[src/rtl/if_fetch_unit.sv]
// Instruction-fetch stage: PC, req/ack imem port, one-entry skid buffer and type classifier.
// state | meaning:  FETCH request at pc | BUF holding a stalled word | DRAIN discard stale ack
module if_fetch_unit #(
  parameter logic [31:0] RESET_PC = 32'h0000_0000,
  parameter logic [31:0] PC_STEP  = 32'd4
) (
  input  logic        clock,
  input  logic        reset,
  input  logic        stall,
  input  logic        branch_taken,
  input  logic [31:0] branch_target,
  output logic        imem_req,
  output logic [31:0] imem_addr,
  input  logic [31:0] imem_rdata,
  input  logic        imem_ack,
  output logic [31:0] if_inst,
  output logic [31:0] if_new_pc,
  output logic [3:0]  if_inst_num,
  output logic [3:0]  if_inst_type,
  output logic        if_valid
);

  typedef enum logic [1:0] {FETCH, BUF, DRAIN} state_t;

  state_t      state, state_nx;
  logic [31:0] pc, pc_nx;
  logic [31:0] drain_addr, drain_addr_nx;
  logic [31:0] buf_inst, buf_inst_nx;
  logic [31:0] buf_pc, buf_pc_nx;
  logic [3:0]  count, count_nx;
  logic [31:0] inst_nx, new_pc_nx;
  logic [3:0]  num_nx, type_nx;
  logic        valid_nx;
  logic        deliver, bubble;
  logic [31:0] deliver_inst, deliver_pc;

  function automatic logic [3:0] decode(input logic [31:0] w);
    logic [5:0] op;
    op = w[31:26];
    if (w == 32'd0)                       return 4'd0;
    if (op == 6'h00)                      return 4'd1;
    if (op >= 6'h08 && op <= 6'h0F)       return 4'd2;
    if (op == 6'h23)                      return 4'd3;
    if (op == 6'h2B)                      return 4'd4;
    if (op == 6'h04 || op == 6'h05)       return 4'd5;
    if (op == 6'h02 || op == 6'h03)       return 4'd6;
    return 4'd15;
  endfunction

  // Reset gates the request so the port is quiet while reset is asserted.
  assign imem_req  = !reset && (state != BUF);
  assign imem_addr = (state == DRAIN) ? drain_addr : pc;

  always_comb begin
    state_nx      = state;
    pc_nx         = pc;
    drain_addr_nx = drain_addr;
    buf_inst_nx   = buf_inst;
    buf_pc_nx     = buf_pc;
    count_nx      = count;
    inst_nx       = if_inst;
    new_pc_nx     = if_new_pc;
    num_nx        = if_inst_num;
    type_nx       = if_inst_type;
    valid_nx      = if_valid;
    deliver       = 1'b0;
    bubble        = 1'b0;
    deliver_inst  = imem_rdata;
    deliver_pc    = pc;

    if (branch_taken) begin
      pc_nx  = branch_target & ~32'd3;
      bubble = 1'b1;
      // A request still unanswered must be drained at its old address.
      if (state != BUF && !imem_ack) begin
        state_nx      = DRAIN;
        drain_addr_nx = imem_addr;
      end else begin
        state_nx = FETCH;
      end
    end else begin
      case (state)
        FETCH: begin
          if (imem_ack) begin
            pc_nx = pc + PC_STEP;
            if (stall) begin
              buf_inst_nx = imem_rdata;
              buf_pc_nx   = pc;
              state_nx    = BUF;
            end else begin
              deliver = 1'b1;
            end
          end else if (!stall) begin
            bubble = 1'b1;
          end
        end
        BUF: begin
          if (!stall) begin
            deliver      = 1'b1;
            deliver_inst = buf_inst;
            deliver_pc   = buf_pc;
            state_nx     = FETCH;
          end
        end
        DRAIN: begin
          bubble = 1'b1;
          if (imem_ack) state_nx = FETCH;
        end
        default: state_nx = FETCH;
      endcase
    end

    if (deliver) begin
      inst_nx   = deliver_inst;
      new_pc_nx = deliver_pc + PC_STEP;
      num_nx    = count;
      type_nx   = decode(deliver_inst);
      valid_nx  = 1'b1;
      count_nx  = count + 4'd1;
    end
    if (bubble) begin
      inst_nx  = 32'd0;
      type_nx  = 4'd0;
      valid_nx = 1'b0;
    end
  end

  always_ff @(posedge clock or posedge reset) begin
    if (reset) begin
      state        <= FETCH;
      pc           <= RESET_PC;
      drain_addr   <= RESET_PC;
      buf_inst     <= 32'd0;
      buf_pc       <= 32'd0;
      count        <= 4'd0;
      if_inst      <= 32'd0;
      if_new_pc    <= 32'd0;
      if_inst_num  <= 4'd0;
      if_inst_type <= 4'd0;
      if_valid     <= 1'b0;
    end else begin
      state        <= state_nx;
      pc           <= pc_nx;
      drain_addr   <= drain_addr_nx;
      buf_inst     <= buf_inst_nx;
      buf_pc       <= buf_pc_nx;
      count        <= count_nx;
      if_inst      <= inst_nx;
      if_new_pc    <= new_pc_nx;
      if_inst_num  <= num_nx;
      if_inst_type <= type_nx;
      if_valid     <= valid_nx;
    end
  end

endmodule

[config.mk]
export PLATFORM = sky130hd
export DESIGN_NAME = if_fetch_unit
export DESIGN_NICKNAME = d
export VERILOG_FILES = /design/src/rtl/if_fetch_unit.sv
export SDC_FILE = /design/constraint.sdc
export NUM_CORES = 1
export LEC_CHECK = 0
export CAP_MARGIN = 5
export CORE_UTILIZATION = 49
export DETAILED_ROUTE_END_ITERATION = 8
export PLACE_DENSITY = 0.75
export SLEW_MARGIN = 20
export SYNTH_ARGS = -nofsm -noshare
export SYNTH_HDL_FRONTEND = slang
export SYNTH_SLANG_ARGS = --single-unit
[constraint.sdc]
create_clock -name clock -period 5.9 [get_ports clock]
set_input_delay 0.59 -clock clock [delete_from_list [all_inputs] [get_ports clock]]
set_output_delay 0.59 -clock clock [all_outputs]
set_load 0.02 [all_outputs]
==> results by group, run 1 <==
Synth
  – Mean cell area of the mapped netlist: 10.2 um^2
  – Number of instances in the synthesized netlist: 1,026
  – Count of flip-flops with a built-in enable after synthesis: 0
  – Post-synthesis sequential area ratio: 0.488
  – Share of Yosys cell area claimed by the top area cell type: 0.488
  – Cells taking the most area after synthesis: dfrtp_1 49%, mux2_2 12%, nand2_1 6.0%, mux2i_1 5.1%, o21ai_0 4.8%
  – Net count after synthesis: 1,098
  – Ranking of synthesized cells by instance count: 205 x dfrtp_1, 168 x nand2_1, 112 x mux2_2
  – Dominant register cell in the synthesized netlist: dfrtp_1
  – Summed instance area of the synthesized netlist: between 10,000 and 15,000 um^2
  – Netlist cell types: 63
  – Dominant cell by count in the synthesized netlist: dfrtp_1
  – Yosys synthesis warning count: 0
  – Yosys reg bits: 205
  – Post-synth ARST share: 1.00
  – Leading area contributor after synthesis: dfrtp_1

Drt
  – Detail-routed net length per standard cell: 17.9 um
  – Drt initial violations: 493
  – Via total after detailed routing: 8,247
  – Detailed-route DRC error count: 0
  – DR vias/cell: 5.68
  – Sum of routed wire length over all layers: 26,000 um
  – First drt pass iteration count: 4
  – Post-DRT Antenna Nets: 0

Finish
  – Final antenna diode count: 0
  – Net count of the finished layout: 1,233
  – Area of combinational cells with multiple inputs: between 5000 and 6000 um^2
  – Cell area after layout: roughly 13,000 um^2
  – Final Non-Filler Cells: 1,453
  – Fraction of final layout cells sized beyond drive strength 1: 0.154
  – Fill cell total of the finished layout: roughly 1.7k
  – Post-Route Utilization: 0.627
  – Sequential standard cell area: 5130 um^2
  – Syn-to-layout area delta: 25.4%

Clock tree
  – Clock root buffer: clkbuf_16
  – CTS HTree Levels: 1
  – Buffers from clock root to sink, at most: 3
  – Num CTS Buffers: 23
  – Number of hold buffers added after cts: 0
  – Post-CTS repair timing setup buffer count: 0
  – Reg clk slew, reported paths: 0.06 ns
  – # resized after CTS: 0
  – Later-pin clock latency in the skew report: around 0.52 ns
  – Clock tree from TritonCTS: yes
  – CTS Sinks: 205

Global route
  – Via count of the first global-routing pass: 8,012
  – Global router's overall resource usage: 0.240
  – Final global-route overflow total: 0
  – First-pass GRT wire length: roughly 42,000 um
  – Maximum number of pins on one net before global-route repair: a little over 70
  – Initial antenna violation count: 0

Placement
  – RePlAce Congestion: 0.859
  – Number of input and output port buffers inserted: between 150 and 200
  – HPWL after DPL: between 15,000 and 20,000 um
  – Total placed cells including tap cells: approximately 1.4k
  – Post-place instance area: 12,400 um^2

Timing
  – Count of final setup violators: 0
  – Final Hold Vio Count: 0
  – Slew of the pin with the lowest slew margin: 0.879 ns
  – Maximum clock skew at final layout: 0.0143 ns
  – Time the worst path needs with I/O delays and setup: 3.36 ns
  – Accumulated negative setup slack: 0 ns
  – Peak Freq: between 0.2 and 0.3 GHz
  – RSZ-0062 raised after global routing: false
  – Worst slew margin relative to its limit: 0.414
  – Number of max-slew violations in the final report: 0
  – Portion of the clock cycle consumed by the worst path in the final layout: 0.570

Power
  – Total Power: 4350 uW
  – Pwr per Cell Area: 330 nW/um^2
  – Maximum vdd drop: between 0.2 and 0.25 mV
  – Static leakage power: 0.00564 uW

Die
  – Die width: 148 um
  – Placement Rows: 53
  – Die Ht: 148 um
  – Initial Utilization: 0.500
  – Area of the placeable core: 21,000 um^2
  – Number of primary I/O pins: 175
  – Floorplan die area: 22,000 um^2

Critical path
  – Max FO, Critical Path: 32
  – Kind of capture point of the worst setup path: flop
  – Critical path required time: 6.30 ns
  – Critical path class: in2reg
  – Worst Setup Start Kind: primary input
  – Arrival time at the worst endpoint: roughly 3.8 ns

Min path
  – Type of the tightest min-delay check: in2async

Status
  – Result of the run: finished, final reports clean

Job
  – Number of max-capacitance violations reported: 0
## sequential cells by signal, summed over array words and instances, names as in the netlist
name,flops
if_valid,1
if_inst,32
buf_pc,32
if_new_pc,32
if_inst_type,4
if_inst_num,4
count,4
state,2
buf_inst,32
pc,30
drain_addr,32
## layout by cell type, fill, tap and decap left out, types with 23 or more instances in the layout
cell             count
nand3_1             23
o21ai_0            100
xnor2_1             41
mux2_2             112
clkbuf_16           23
nor4_1              26
mux2i_1             54
nand2_1            168
clkdlybuf4s50_1    171
dfrtp_1            205
nor2_1              35
## power breakdown
group	switching (uW)	internal (uW)	leakage [uW]
clock network	572	967	0.000408
registers	233	1660	0.00259
logic	444	468	0.00265
## area by class of cell
type                    instances  area share
well taps                     275      0.0261
multi-input cells             736       0.382
inverters                      11     0.00342
clock inverters                 9      0.0113
clock buffers                  33      0.0511
repair buffers                184       0.137
flip-flops and latches        205       0.389
## worst paths after layout
check	slack, ns	depth (start not counted)	end	from
max	2.54	9	if_new_pc[28]	stall
min	0.37	2	buf_pc[3]	reset
max reg2reg	2.69	8	if_new_pc[28]	state[0]
min reg2reg	0.47	2	if_new_pc[0]	if_new_pc[0]
max in group asynchronous	3.58	4	drain_addr[30]	reset
min in group clock	0.47	2	if_new_pc[0]	if_new_pc[0]
## kinds of logic (layout without fill, tap and decap cells)
family                     count (synthesis)  count (layout)  share of synthesized area
xor gates and xnor gates                  47              47                     0.0392
and+or+nand+nor                          359             359                      0.169
buffers and inverters                     85             237                     0.0353
adders and majority gates                  3               3                    0.00357
AOI/OAI and AO/OA                        161             161                     0.0931
DFF                                      205             205                      0.488
muxes                                    166             166                      0.171
## metrics by stage
stage / worst slack [ns] / hold WS, ns
after global routing: 2.39 / 0.385
after floorplan: 1.16 / 0.444
after detailed placement: 2.04 / 0.462
after CTS: 2.57 / 0.370
after global placement: 2.09 / 0.455
final: 2.54 / 0.373
## routing by layer
layer / up-vias / share of wire / GRT usage
met4: 0 / 0.017 / 0.0526
met3: 39 / 0.059 / 0.0387
li1: 3926 / - / -
met2: 256 / 0.44 / 0.366
met5: - / 0 / 0
met1: 4026 / 0.48 / 0.357
## worst max-delay path, cell delays in order
cell and delay [ns]:
clkdlybuf4s50_1 0.60, or4b_4 0.84, nand2_1 0.16, nand2_1 0.07
ha_1 0.33, nor4b_1 0.21, a22oi_2 0.45, and4b_1 0.25
a221o_1 0.25
No activity file was read; power rests on OpenSTA's default activity.
==> inputs of run 2 (changes only) <==
==> constraint.sdc (replaced) <==
create_clock -name clock -period 2.86 [get_ports clock]
set_input_delay 0.286 -clock clock [delete_from_list [all_inputs] [get_ports clock]]
set_output_delay 0.286 -clock clock [all_outputs]
set_load 0.02 [all_outputs]
==> run 2 against run 1 <==
Clock power increased by 86%. Worst hold slack got worse by 0.028 ns. Register-to-register slack got worse by 2.4 ns. Worst setup slack got worse by 2.3 ns. Final area rose by 1.9%.
==> results by group, run 2 (synthesis results as in run 1) <==
Clock tree
  – Num CTS Buffers: 23 (unchanged)
  – Post-CTS repair timing setup buffer count: 0 (unchanged)
  – Clock root buffer: clkbuf_16
  – Buffers from clock root to sink, at most: 3 (unchanged)
  – CTS HTree Levels: 1 (unchanged)
  – Clock tree from TritonCTS: yes
  – Later-pin clock latency in the skew report: 0.50 ns (-0.02 ns)
  – Number of hold buffers added after cts: 0 (unchanged)
  – Reg clk slew, reported paths: 0.05 ns (about the same)
  – # resized after CTS: 0 (unchanged)
  – CTS Sinks: 205 (unchanged)

Finish
  – Syn-to-layout area delta: 27.8%
  – Commonest non-fill, non-tap cells in the layout: 205 x dfrtp_1, 171 x clkdlybuf4s50_1, 167 x nand2_1
  – Net count of the finished layout: 1,269 (+2.9%)
  – Area of combinational cells with multiple inputs: 5060 um^2 (+0.40%)
  – Fraction of final layout cells sized beyond drive strength 1: 0.176 (+0.0214)
  – Cell area after layout: 13,400 um^2 (+1.9%)
  – Final antenna diode count: 0 (unchanged)
  – Sequential standard cell area: 5130 um^2 (unchanged)
  – Most common library cell in the layout ignoring fill and taps: dfrtp_1
  – Fill cell total of the finished layout: 1,689 (+0.84%)

Critical path
  – Worst-path cell chain: buf_4, nor2b_2, buf_12, mux2_2, clkdlybuf4s50_1
  – Slowest stage cell on the critical path: clkdlybuf4s50_1
  – CP Buf/Inv Count: 3 (+2)
  – Arrival time at the worst endpoint: 2.38 ns (-1.38 ns)
  – Critical path required time: 2.57 ns (-3.73 ns)
  – Largest incremental delay on the critical path: 0.56 ns (-0.28 ns)
  – Max FO, Critical Path: 38 (+19%)
  – Worst Setup Start Kind: flop
  – Dominant delay contributor by cell family on the critical path: buffers and inverters
  – Kind of capture point of the worst setup path: output port
  – Critical path class: reg2out

Die
  – Placement Rows: 53 (unchanged)
  – Area of the placeable core: 21,000 um^2 (unchanged)
  – Die Ht: 148 um (unchanged)
  – Initial Utilization: 0.500 (unchanged)
  – Number of primary I/O pins: 175 (unchanged)
  – Floorplan die area: 22,000 um^2 (unchanged)
  – Die width: 148 um (unchanged)

Drt
  – Via total after detailed routing: 8,395 (+1.8%)
  – Detail-routed net length per standard cell: 18.1 um (+1.3%)
  – DR vias/cell: 5.65 (-0.47%)
  – Detailed-route DRC error count: 0 (unchanged)
  – Drt initial violations: 414 (-16%)
  – First drt pass iteration count: 5 (+1)
  – Post-DRT Antenna Nets: 0 (unchanged)
  – Sum of routed wire length over all layers: 26,900 um (+3.6%)

Placement
  – HPWL after DPL: 18,900 um (+6.8%)
  – Number of input and output port buffers inserted: 172 (unchanged)
  – Post-place instance area: 12,700 um^2 (+2.9%)
  – RePlAce Congestion: 0.875 (+1.9%)

Power
  – Maximum vdd drop: 0.366 mV (+65%)
  – Pwr per Cell Area: 649 nW/um^2 (+97%)
  – Static leakage power: 0.00579 uW (+2.5%)
  – Total Power: 8720 uW (+100%)

Timing
  – Portion of the clock cycle consumed by the worst path in the final layout: 0.933
  – Final Hold Vio Count: 0 (unchanged)
  – Time the worst path needs with I/O delays and setup: roughly 2.7 ns
  – Accumulated negative setup slack: 0 ns (unchanged)
  – Worst slew margin relative to its limit: 0.571 (+0.157)
  – Maximum clock skew at final layout: 0.00856 ns (-0.00569 ns)
  – Slew of the pin with the lowest slew margin: 0.644 ns (-0.235 ns)
  – Count of final setup violators: 0 (unchanged)
  – Number of max-slew violations in the final report: 0 (unchanged)
  – Peak Freq: 0.375 GHz
  – RSZ-0062 raised after global routing: false

Min path
  – Type of the tightest min-delay check: in2reg

Status
  – Result of the run: finished, final reports clean

Global route
  – Initial antenna violation count: 0 (unchanged)
  – Via count of the first global-routing pass: 8,235 (+2.8%)
  – Final global-route overflow total: 0 (unchanged)
  – Global router's overall resource usage: 0.249 (+0.00978)
  – First-pass GRT wire length: 43,800 um (+3.3%)
  – Maximum number of pins on one net before global-route repair: 116 (+61%)

Job
  – Number of max-capacitance violations reported: 0 (unchanged)
## run 2: path summary, 6_finish.rpt
path                                  start       endpoint  slack (ns)  cells after the start
max                                state[1]  imem_addr[29]        0.19                      5
min                        branch_target[6]          pc[6]        0.35                      3
max reg2reg                        state[1]  if_new_pc[31]        0.33                      6
min reg2reg                      if_inst[1]     if_inst[1]        0.47                      2
max in group asynchronous             reset   if_new_pc[1]        1.89                      3
min in group asynchronous             reset         pc[22]        0.39                      3
## run 2: through the flow
step / hold slack [ns] / std cells / setup WS [ns] / utilization
2_1_floorplan: 0.352 / 1026 / -1.27 / -
3_3_place_gp: 0.454 / 1447 / 0.0889 / 0.605
3_5_place_dp: 0.467 / 1447 / 0.0361 / 0.605
4_1_cts: 0.332 / 1486 / 0.165 / 0.639
5_1_grt: 0.353 / 1486 / 0.0850 / 0.639
6_report: 0.346 / 1486 / 0.192 / 0.639
## run 2: cell type report
class,count,area share
clock buffer,34,0.0474
clock inverter,5,0.00587
inverter,11,0.00335
multi-input combinational,736,0.376
sequential,205,0.382
tap,275,0.0256
timing repair buffer,220,0.159
## run 2: power by group
part | internal [uW] | total (uW) | switching, uW
registers | 3440 | 3880 | 449
logic | 1010 | 1980 | 965
clock network | 1710 | 2860 | 1140
## run 2: worst register-to-register path, stage by stage (launching register included)
cell,delay (ns)
dfrtp_1,0.40
or4b_4,0.59
buf_12,0.22
nor4_4,0.32
o22ai_2,0.21
o311a_1,0.42
a221o_1,0.26
## run 2: routing by layer
metal,GRT usage,vias to the layer above,wire length [um]
li1,-,3997,-
met1,0.378,4091,13100
met2,0.371,261,11700
met3,0.0328,46,1450
met4,0.0737,0,654
met5,0,-,0
